## src/rtl/sqrt_pipe.sv

```systemverilog
// Pipelined unsigned integer square root (restoring digit recurrence) with valid/tag sideband.
// Define SQRT_PIPE_ROUND_EN to add a registered round-to-nearest output stage.
module sqrt_pipe #(
  parameter  int WIDTH          = 16,
  parameter  int BITS_PER_STAGE = 1,
  parameter  int TAG_WIDTH      = 4,
  localparam int QW             = (WIDTH + 1) / 2,
  localparam int RW             = QW + 1
) (
  input  logic                 clk,
  input  logic                 aclr,
  input  logic                 ena,
  input  logic                 in_valid,
  input  logic [WIDTH-1:0]     radical,
  input  logic [TAG_WIDTH-1:0] in_tag,
  output logic                 out_valid,
  output logic [QW-1:0]        q,
  output logic [RW-1:0]        remainder,
  output logic [TAG_WIDTH-1:0] out_tag
);

  localparam int NSTAGE = QW / BITS_PER_STAGE;
  localparam int DW     = 2 * QW;
  localparam int L      = NSTAGE - 1;

  logic [NSTAGE-1:0]    v_r;
  logic [QW-1:0]        q_r [NSTAGE];
  logic [RW:0]          r_r [NSTAGE];
  logic [DW-1:0]        d_r [NSTAGE];
  logic [TAG_WIDTH-1:0] t_r [NSTAGE];

  logic [QW-1:0]        q_s [NSTAGE];
  logic [RW:0]          r_s [NSTAGE];
  logic [DW-1:0]        d_s [NSTAGE];
  logic [QW-1:0]        q_n [NSTAGE];
  logic [RW:0]          r_n [NSTAGE];
  logic [DW-1:0]        d_n [NSTAGE];

  logic [QW-1:0]        qt;
  logic [RW:0]          rt, rp, tt;
  logic [DW-1:0]        dt;

  // Stage 0 starts from an empty root/remainder and the zero-extended radical.
  always_comb begin
    q_s[0] = '0;
    r_s[0] = '0;
    d_s[0] = DW'(radical);
    for (int unsigned s = 1; s < NSTAGE; s++) begin
      q_s[s] = q_r[s-1];
      r_s[s] = r_r[s-1];
      d_s[s] = d_r[s-1];
    end
  end

  always_comb begin
    qt = '0;
    rt = '0;
    rp = '0;
    tt = '0;
    dt = '0;
    for (int unsigned s = 0; s < NSTAGE; s++) begin
      qt = q_s[s];
      rt = r_s[s];
      dt = d_s[s];
      for (int unsigned i = 0; i < BITS_PER_STAGE; i++) begin
        rp = {rt[RW-2:0], dt[DW-1 -: 2]};
        tt = {qt, 2'b01};
        if (rp >= tt) begin
          rt = rp - tt;
          qt = QW'({qt, 1'b1});
        end else begin
          rt = rp;
          qt = QW'({qt, 1'b0});
        end
        dt = dt << 2;
      end
      q_n[s] = qt;
      r_n[s] = rt;
      d_n[s] = dt;
    end
  end

  // Data registers advance on every enabled edge; only the valid chain marks bubbles.
  always_ff @(posedge clk or posedge aclr) begin
    if (aclr) begin
      v_r <= '0;
      for (int unsigned s = 0; s < NSTAGE; s++) begin
        q_r[s] <= '0;
        r_r[s] <= '0;
        d_r[s] <= '0;
        t_r[s] <= '0;
      end
    end else if (ena) begin
      v_r[0] <= in_valid;
      t_r[0] <= in_tag;
      for (int unsigned s = 0; s < NSTAGE; s++) begin
        q_r[s] <= q_n[s];
        r_r[s] <= r_n[s];
        d_r[s] <= d_n[s];
      end
      for (int unsigned s = 1; s < NSTAGE; s++) begin
        v_r[s] <= v_r[s-1];
        t_r[s] <= t_r[s-1];
      end
    end
  end

`ifdef SQRT_PIPE_ROUND_EN
  logic [RW-1:0] rem_f;
  logic [QW-1:0] q_f;

  assign rem_f = r_r[L][RW-1:0];
  assign q_f   = q_r[L];

  // Round up when remainder exceeds the floor root, holding at all-ones instead of wrapping.
  always_ff @(posedge clk or posedge aclr) begin
    if (aclr) begin
      out_valid <= 1'b0;
      q         <= '0;
      remainder <= '0;
      out_tag   <= '0;
    end else if (ena) begin
      out_valid <= v_r[L];
      remainder <= rem_f;
      out_tag   <= t_r[L];
      q         <= ((rem_f > RW'(q_f)) && (q_f != '1)) ? q_f + 1'b1 : q_f;
    end
  end
`else
  assign out_valid = v_r[L];
  assign q         = q_r[L];
  assign remainder = r_r[L][RW-1:0];
  assign out_tag   = t_r[L];
`endif

endmodule

```

## config.mk

```make
export PLATFORM = sky130hd
export DESIGN_NAME = sqrt_pipe
export DESIGN_NICKNAME = d
export VERILOG_FILES = /design/src/rtl/sqrt_pipe.sv
export SDC_FILE = /design/constraint.sdc
export NUM_CORES = 1
export LEC_CHECK = 0
export ABC_AREA = 1
export CORE_MARGIN = 2
export CORE_UTILIZATION = 30
export CTS_CLUSTER_DIAMETER = 120
export CTS_CLUSTER_SIZE = 12
export DETAILED_ROUTE_END_ITERATION = 16
export PLACE_DENSITY = 0.49
export RECOVER_POWER = 50
export SLEW_MARGIN = 40
export SYNTH_ARGS = -nofsm -noshare
export SYNTH_HDL_FRONTEND = slang
export SYNTH_SLANG_ARGS = --single-unit
```

## constraint.sdc

```tcl
create_clock -name clk -period 7.2 [get_ports clk]
set_input_delay 0.72 -clock clk [delete_from_list [all_inputs] [get_ports clk]]
set_output_delay 0.72 -clock clk [all_outputs]
set_load 0.01 [all_outputs]
```

Word-level counts from Yosys, hierarchy flattened --
Cells that the tools add are included.
Word-level totals: bits in registers 197, bits in latches 0, RAM bits 0, memory bits (read-only) 0, input port bits 24, output and inout bits 22, word-level logic and storage cells 64, memories 0
Operators by class: $add $sub $neg 8, multiply operators 0, div/mod/pow operators 0, magnitude comparators 8, equal/unequal tests 0, shift-type cells 0, muxes and demuxes 16, bitwise logic cells 0, reductions and logical operators 0
Operators with widths (count):
- 2-to-1 mux 8 bit | 7
- >= comparator 10 x 3 -> 1 bit | 1
- >= comparator 10 x 4 -> 1 bit | 1
- >= comparator 10 x 5 -> 1 bit | 1
- >= comparator 10 x 6 -> 1 bit | 1
- >= comparator 10 x 7 -> 1 bit | 1
- >= comparator 10 x 8 -> 1 bit | 1
- >= comparator 10 x 9 -> 1 bit | 1
- 2-to-1 mux 9 bit | 1
- subtractor 9 bit | 1
- 2-to-1 mux 1 bit | 8
- subtractor 8 x 3 -> 8 bit | 1
- subtractor 8 x 4 -> 8 bit | 1
- subtractor 8 x 5 -> 8 bit | 1
- subtractor 8 x 6 -> 8 bit | 1
- subtractor 8 x 7 -> 8 bit | 1
- subtractor 8 bit | 1
- subtractor 2 x 1 -> 3 bit (second input constant) | 1
- >= comparator 2 x 1 -> 1 bit (second input constant) | 1

Logic depth before layout (Yosys ltp) --
Gate-level depths: netlist of the first run.
depth after elaboration 2, mapped depth 13, mapped depth without buffers 12

Worst setup path after synthesis of the first run --
Ideal clock, no wire load.
path kind reg2reg, start point register r_r[41] (netlist bit), end point register r_r[34] (netlist bit), library setup time 0.117 ns, arrival 1.499 ns, required time 7.083 ns, slack 5.583 ns, cell stages (with the launch flop) 8, path buffers 0, period minus slack after synthesis 1.617 ns, cell sequence dfrtp_1 -> ha_1 -> or2_1 -> nand3_1 -> nand3_2 -> or2_2 -> nand3_1 -> nand2_1
On the way: cells in the longest elaborated chain, start to end 2, elaborated cells on any way between the ends 3, those cells by class 1 x add/sub; 1 x order compare; 1 x mux
RTL lines:
- start: declaration | RTL line 28 | logic [RW:0] r_r [NSTAGE];
- start signal: indexed assignment | RTL line 98 | r_r[s] <= r_n[s];
- subtractor 8 x 6 -> 8 bit or >= comparator 10 x 6 -> 1 bit (tied branches) | RTL line 69, 68
- 2-to-1 mux 8 bit (*) | RTL line 68 | if (rp >= tt) begin
Mark *: on every way between the ends. The rest lies on a longest branch, timed or not. A chain may end at the register's enable or synchronous reset.

==> results of run 1 <==
==> metal layers <==
layer | part of all wire [%] | track usage, % | vias up
met5 | 0 | 0 | -
met4 | 0.64 | 2.667 | 0
met3 | 3.4 | 2.595 | 11
met2 | 44 | 20.61 | 100
met1 | 52 | 19.74 | 3462
li1 | - | - | 3924
==> flip-flops by register name, indices dropped and copies added (netlist names) <==
register and flops:
q_r 28, remainder 9, d_r 14, t_r 28
d_n 42, v_r 8, q 8, out_tag 4
r_r 51
==> layout make-up <==
type / instances / area, µm²
Timing Repair Buffer: 51 / 529.3
Clock buffer: 17 / 425.4
Multi-Input combinational cell: 843 / 4180
Tap cell: 442 / 553.0
Sequential cell: 192 / 4805
Inverter: 141 / 535.5
Fill cell: 3438 / 21210
Clock inverter: 15 / 217.7
==> stage by stage <==
step	cells	setup slack (ps)
floorplan	1235	1253
global placement	1667	4065
detailed placement	1668	4029
CTS	1700	4507
global route	1701	2836
finish	1701	3293
==> placed cells by master, fill, tap and decap left out, drive strengths merged <==
cell type and n:
and3 1, nand3b 20, o21ai 145, o211ai 5, nand3 79, a22o 1
dlygate4sd3 1, a21oi 22, nand2 431, a21o 1, clkinvlp 1, or2 4
xor2 11, dfrtp 192, o21bai 1, buf 6, o31ai 1, a31oi 1
clkinv 7, nor2 54, clkbuf 18, clkdlybuf4s50 43, and2 1, inv 146
nand4 9, a22oi 1, nor3 4, o21a 1, xnor2 8, ha 42
bufinv 2
==> worst max-delay path, cell delays in order <==
cell and delay, ps:
clkbuf_1 1620, buf_4 770, buf_6 570, nand2_1 220, o211ai_1 120, o21ai_0 110
==> synthesized netlist by cell type, types with 4 or more instances <==
master / number
nand2_4: 4
nor3_1: 4
nand2_1: 420
buf_4: 17
nor2_1: 49
dfrtp_1: 192
o211ai_1: 5
clkbuf_1: 18
o21ai_1: 6
ha_1: 42
buf_2: 16
a21oi_1: 20
nand3b_1: 20
xor2_1: 11
nand4_1: 9
xnor2_1: 8
nand2_2: 7
inv_1: 140
o21ai_0: 139
nor2_2: 5
nand3_1: 76
==> path summary, 6_finish.rpt <==
check / start / end / slack [ps] / cells after the start
worst max-delay path: ena / r_r[60] / 3290 / 6
worst min-delay path: d_n[103] / d_n[103] / 470 / 2
worst max register to register: q_r[8] / remainder[7] / 4990 / 11
worst min register to register: d_n[103] / d_n[103] / 470 / 2
max in group asynchronous: aclr / remainder[2] / 4530 / 3
min in group asynchronous: aclr / d_n[108] / 1250 / 2
==> cell families after synthesis <==
family / Yosys count / synth area share, %
compound gates: 179 / 9.472
xor+xnor: 19 / 1.689
fa+ha+maj: 42 / 5.333
buf+inv: 200 / 8.824
flops: 192 / 48.76
simple gates: 603 / 25.93
==> power groups by stage <==
stage	sequential [µW]	combinational (µW)	clock, µW
after global routing	1540	1870	1110
after detailed placement	1520	1610	0
after floorplan	1460	1300	0
after global placement	1520	1600	0
final	1500	1600	1020
after CTS	1500	1620	1060
==> results.md, run 1 <==
- RSZ-0062 raised after global routing: false
- Design area: around 0.011 mm²
- Share of layout cells above drive strength 1: 5.163%
- Worst Path Arrival: 4220 ps
- Crit. End Element: flop
- Post_cts resized: 0
- Hold Path Class: flop to flop
- Yosys top cell area share: between 40% and 50%
- Die Area: 0.03431 mm²
- Fin crit period: slightly below 4000 ps
- Clk buf depth: 2
- Area grow syn2layout: 14.12%
- Final-report hold violation count: 0
- Skew final: 16.01 ps
- WL per Instance: 12.63 µm
- Flop pwr share: 36.4%
- Crit path kind: input port to flop
- Antenna violations before repair: 0
- Yosys warns: 0
- EDFF count, synth: 0
- Detailed-route DRC error count: 0
- Die W: roughly 190 µm
- Largest net degree at the start of global routing: 100
- Io pins: 46
- Pwr Total: 4124 µW
- CP max FO: 99
- Final setup fails: 0
- Final Max Tran Viols: 97
- Synth top area cells: dfrtp_1 (49%), nand2_1 (16%), o21ai_0 (7.1%)
- Die height: 185.2 µm
- Root buffer cell: clkbuf_16
- Vias in the first global route: 7,194
- Peak supply drop: roughly 0.00017 V
- CTS Hold Bufs: 0
- ANT nets after route: 0
- Via count: 7,497
- Clock share of power: 24.8%
- Nets: approximately 1,300
- Via/cell ratio: 4.407
- Maximum level of the CTS H-tree: 4
- Diode count: 0
- Fin util: 34.65%
- Failing checks: max-capacitance violations, max-slew violations
- Hold Slack: 472.8 ps
- Core area: 0.03245 mm²
- Grt ovf: 0
- Top FF cell, synth: dfrtp_1
- NetSw: 1628 µW
- Slew margin rel.: -55.91%
- WL final: approximately 21,000 µm
- Switching Fraction: 39.48%
- Max-Cap Viols: 2
- Std-Cell Rows: 66
- Int Pwr: 2496 µW
- Leading area contributor after synthesis: dfrtp_1
- Syn nets: 1,301
- Combinational power share: 38.8%
- Critical Path Source Type: input port
- Clock latency on the worst-skew pair: 440 ps
- Sequential share of the synthesized area: 48.76%
- Peak Freq: 0.2560 GHz
- CTS tree: yes
- Leakage power: 0.005602 µW
- PortBufs: 45
- First-pass GRT wire length: between 30,000 and 40,000 µm
- Num CTS Buffers: 17
- Placed Area: 0.01059 mm²
- Clock Pin Slew Worst Setup and Hold Paths: 80 ps
- Clk sink count: around 190
- Worst endpoint required time: 7510 ps
- GPL Wtd Cong: 0.8172
- Seq cells post-synth: 192
- Post-synthesis cell area: around 0.0099 mm²
- Pwr Density: about 370 mW/mm²
- Syn Inst Count: about 1,200
- Syn_area_per_cell: 7.979 µm²
- GRT Util Overall: 13.46%
- Ys async rst share: 100.0%
- First-pass DRT Iterations: 5
- Post-CTS Setup Inserts: 0
- Initial drt markers: approximately 420
- Status: finished, violations left
- Slew @ Worst Pin: about 2300 ps
- Post-synth cell types: 40
- Initial Utilization: 30.36%
- Sum Neg Setup Slack: 0 ps
- Tcrit/Tclk final: 54.26%
- Final HPWL DP: 14,830 µm
Note: power is estimated with default switching activity, not from simulation.
==> inputs of run 2 (changes only) <==
- clock period: 7.2 -> 3.7 ns (I/O delays scaled with it)
==> run 2 against run 1 <==
  * The flow now finishes without violations
  * Clock-buffer cell count increased by 1
  * Non-clock buffer count unchanged
  * Clock power grew 83%
  * Final area shrank 0.46%
  * Power increased by 92%
  * Die area did not move
  * Hold slack worse by 180 ps
  * Via count grew 0.52%
  * Critical endpoint is now remainder[5]
  * Largest cell class unchanged
  * Highest routed layer unchanged
==> results.md, run 2 (synthesis results as in run 1) <==
- Status: completed
- Grt ovf: 0
- Std-Cell Rows: 66
- Switching Fraction: 40.05%
- CTS tree: yes
- Crit. End Element: flop
- Clock latency on the worst-skew pair: 440 ps
- Detailed-route DRC error count: 0
- First-pass DRT Iterations: 5
- Clock Pin Slew Worst Setup and Hold Paths: 80 ps
- Hold Path Class: input port to async pin
- Reg with most FFs: r_r
- Combinational power share: 39.6%
- Flop pwr share: approximately 37%
- Peak Freq: ~0.48 GHz
- Critical Path Source Type: flop
- Root buffer cell: clkbuf_16
- Maximum level of the CTS H-tree: 4
- Vias in the first global route: roughly 7,300
- NetSw: around 3200 µW
- Int Pwr: 4737 µW
- Final Max Tran Viols: 0
- Nets: 1,312
- Share of layout cells above drive strength 1: 5.242%
- WL per Instance: 12.39 µm
- R2R cell count: 12
- Die W: around 190 µm
- Die Area: about 0.034 mm²
- Antenna violations before repair: 0
- RSZ-0062 raised after global routing: false
- Leakage power: 0.005574 µW
- Diode count: 0
- Area grow syn2layout: 13.60%
- Slew @ Worst Pin: 666.8 ps
- First-pass GRT wire length: approximately 37,000 µm
- Final-report hold violation count: 0
- Initial Utilization: 30.36%
- Slew margin rel.: 55.55%
- Largest net degree at the start of global routing: 101
- CTS Hold Bufs: 0
- Max FFs per register: 51
- PortBufs: 45
- Commonest cells after routing, fill and taps aside: nand2_1 (420), dfrtp_1 (192), o21ai_0 (139)
- Tcrit/Tclk final: 56.56%
- Flop-to-flop setup slack: 1610 ps
- Final setup fails: 0
- Commonest non-fill, non-tap cell in the layout: nand2_1
- CP max FO: 11
- Via/cell ratio: 4.430
- Core area: 0.03245 mm²
- GPL Wtd Cong: 0.8200
- Via count: 7,536
- Die height: roughly 190 µm
- Initial drt markers: 491
- Skew final: roughly 17 ps
- Clk buf depth: 2
- Io pins: 46
- R2R Path Start: q_r[13]
- Final HPWL DP: 14,340 µm
- Post_cts resized: 0
- Max-Cap Viols: 0
- GRT Util Overall: 13.19%
- Peak supply drop: around 0.00036 V
- Post-CTS Setup Inserts: 0
- Worst endpoint required time: 4040 ps
- Clk sink count: 192
- Sum Neg Setup Slack: 0 ps
- Clock share of power: 23.6%
- Pwr Density: 705.8 mW/mm²
- Hold Slack: 287.9 ps
- ANT nets after route: 0
- Crit path from: q_r[13]
- RR Endpoint: remainder[5]
- Worst Path Arrival: 2430 ps
- Num CTS Buffers: 17
- Fin crit period: 2093 ps
- WL final: 21,080 µm
- Crit path kind: flop to flop
run 2: cell count changes in the layout (fill, tap and decap cells not counted), moves of 2 or more:
cell and change:
buf_4 +2, bufinv_16 -2, clkinv_8 -2, clkinvlp_4 +2
run 2: area by class of cell:
cell class	count	area [µm²]
well taps	442	553.0
repair buffers	51	521.8
fillers	3399	21260
clock inverters	14	160.2
clock buffers	18	439.2
multi-input cells	843	4180
inverters	141	535.5
flip-flops and latches	192	4805
run 2: worst max-delay path, stage by stage (launching register included):
cell	delay, ps
dfrtp_1	360
inv_1	110
ha_1	300
nand2_1	90
nand2_1	60
nand2_1	60
nand2_1	60
nor2_2	420
nand2_2	250
nand2_1	120
nand2_1	50
nand2_1	50
nand2_1	50
run 2: power by group through the flow:
stage          Sequential (µW)  Clock (µW)  Combinational (µW)
2_1_floorplan             2850           0                2520
3_3_place_gp              2950           0                3130
3_5_place_dp              2950           0                3150
4_1_cts                   2910        1930                3170
5_1_grt                   2980        2020                3640
6_report                  2910        1870                3130
run 2: stage by stage:
step                      power [µW]  instance area [µm²]  setup WS, ps  utilization [%]  instances
after floorplan                 5369                 9858         853.6                -       1235
after global placement          6083                10600          1426            32.65       1669
after detailed placement        6093                10600          1373            32.65       1669
after CTS                       8007                11190          1607            34.49       1701
after global routing            8641                11190          1379            34.49       1701
final                           7901                11190          1607            34.49       1701
run 2: worst max-delay path by stage:
stage                               to  slack [ps]
after global routing      remainder[5]        1380
after CTS                 remainder[5]        1610
final                     remainder[5]        1610
after detailed placement          q[7]        1370
after global placement            q[7]        1430
after floorplan               d_n[100]         850
run 2: metal layers:
layer / share of wire, % / GRT usage (%)
met1: 52 / 18.65
met2: 44 / 20.34
met3: 2.4 / 2.635
met4: 1.6 / 3.905
met5: 0 / 0
==> inputs of run 3 (changes only) <==
- PLACE_DENSITY: 0.49 -> 0.51
- clock period: 3.7 -> 1.9 ns (I/O delays scaled with it)
==> run 3 against run 2 <==
  * Sequential share of layout area fell by 1.2 points
  * Combinational power rose by 120%
  * Sequential power up 96%
  * Power up 100%
  * Final cell count is 1.6% higher
  * Core utilization grew 1.0 points
  * Non-clock buffer count up 29
  * Die area did not move
  * Global-route usage up 0.36 points
  * Hold slack got worse by 140 ps
  * Highest routed layer unchanged
  * Clock-buffer cell count grew 1
==> results.md, run 3 (synthesis results as in run 1) <==
- Status: completed
- Detailed-route DRC error count: 0
- Register area: 0.004805 mm²
- Antenna violations before repair: 0
- Hold path startpoint: ena
- Pwr Total: 15,930 µW
- CTS Hold Bufs: 0
- CP max FO: 6
- Final Non-Filler Cells: 1,729
- First-pass GRT wire length: 37,310 µm
- Final-report hold violation count: 0
- RR Endpoint: remainder[5]
- Worst endpoint required time: 2230 ps
- Fin crit period: approximately 1800 ps
- Tcrit/Tclk final: 93.87%
- First-pass DRT Iterations: 5
- Diode count: 0
- Commonest cells after routing, fill and taps aside: nand2_1 (419), dfrtp_1 (192), o21ai_0 (138)
- Leakage power: 0.005710 µW
- Final setup fails: 0
- Clock latency on the worst-skew pair: 440 ps
- Largest net degree at the start of global routing: slightly below 90
- Max FFs per register: 51
- # fillers: around 3,400
- Setup WS post-layout: ~120 ps
- Die W: 185.2 µm
- R2R Path Start: r_r[14]
- Flop-to-flop setup slack: roughly 120 ps
- Die height: 185.2 µm
- Maximum level of the CTS H-tree: 4
- Reg with most FFs: r_r
- Final HPWL DP: 15,470 µm
- Via count: 7,600
- Grt ovf: 0
- Io pins: 46
- Area grow syn2layout: 16.91%
- Root buffer cell: clkbuf_16
- Clk buf depth: 2
- WHS Endpoint: q_r[20]
- Initial drt markers: roughly 400
- Commonest non-fill, non-tap cell in the layout: nand2_1
- Pre-CTS setup slack: ~18 ps
- Num CTS Buffers: 17
- Hold Crit Depth: 3
- R2R cell count: 11
- Critical Path Source Type: flop
- Initial Utilization: a little under a third
- Nets: around 1,300
- Worst Path Arrival: around 2100 ps
- Skew final: 16.51 ps
- Via/cell ratio: between 4 and 5
- Max-Cap Viols: 0
- WL per Instance: 12.76 µm
- Slew @ Worst Pin: approximately 1400 ps
- Peak Freq: 0.5607 GHz
- Share of layout cells above drive strength 1: ~8%
- Pwr Density: ~1400 mW/mm²
- PortBufs: 45
- Peak supply drop: 0.0006500 V
- RSZ-0062 raised after global routing: false
- Core area: 0.03245 mm²
- WL final: roughly 22,000 µm
- Std-Cell Rows: 66
- Footprint of the multi-input gates: 0.004323 mm²
- Final Max Tran Viols: 0
- Vias in the first global route: approximately 7,400
- Clock Pin Slew Worst Setup and Hold Paths: 70 ps
- Placed cell count: 1,696
- Fin util: 35.50%
- Hold Slack: 143.0 ps
- Die Area: 0.03431 mm²
- Crit. End Element: flop
- ANT nets after route: 0
- CTS tree: yes
- GPL Wtd Cong: 0.8002
- Hold Path Class: input port to flop
- Crit path kind: flop to flop
- Clk sink count: 192
- Slew margin rel.: roughly 8.4%
- GRT Util Overall: 13.55%
## run 3: area by class of cell
type                    count  area share (%)
clock buffers              19           3.845
clock inverters            11          0.9448
inverters                 141           4.637
multi-input cells         844           37.52
flip-flops and latches    192           41.70
well taps                 442           4.800
repair buffers             80           6.549
## run 3: routing by layer
metal / track usage, % / routed length, µm
met5: 0 / 0
met4: 2.825 / 175
met3: 2.694 / 611
met2: 21.49 / 9981
met1: 19.13 / 11300
## run 3: power breakdown
| group | total (µW) | leakage, µW | switching, µW | internal, µW |
|---|---|---|---|---|
| sequential | 5690 | 0.00239 | 677 | 5020 |
| clock | 3470 | 0.000270 | 1620 | 1850 |
| combinational | 6770 | 0.00305 | 3930 | 2840 |
## run 3: worst max-delay path by stage
stage	from	to	slack [ps]	cells past startpoint
after floorplan	aclr	d_n[100]	-770	1
after global routing	aclr	r_r[22]	0.7	3
final	r_r[14]	remainder[5]	120	11
after detailed placement	q_r[9]	remainder[5]	20	12
after CTS	q_r[9]	remainder[6]	9	11
after global placement	q_r[9]	remainder[5]	30	12
## run 3: stage by stage
stage               setup TNS (ps)  instance area [µm²]
finish                           0                11520
global route                     0                11520
CTS                              0                11410
detailed placement               0                10860
global placement                 0                10860
floorplan                  -147160                 9858
## run 3: worst max-delay path: stages (launching register included)
cell     delay [ps]
dfrtp_1         410
ha_1            330
nand2_2          80
nor2_1          140
inv_1            70
nor2_2          150
nor2_4           90
buf_4           140
nand3_1         110
nand2_1          60
nand2_1          50
nand2_1          50
## run 3: timing repair
| item | CTS | global route |
|---|---|---|
| endpoints found under the setup margin | 0 | 35 |
| setup buffers | 0 | 2 |
| resized for setup | 0 | 28 |
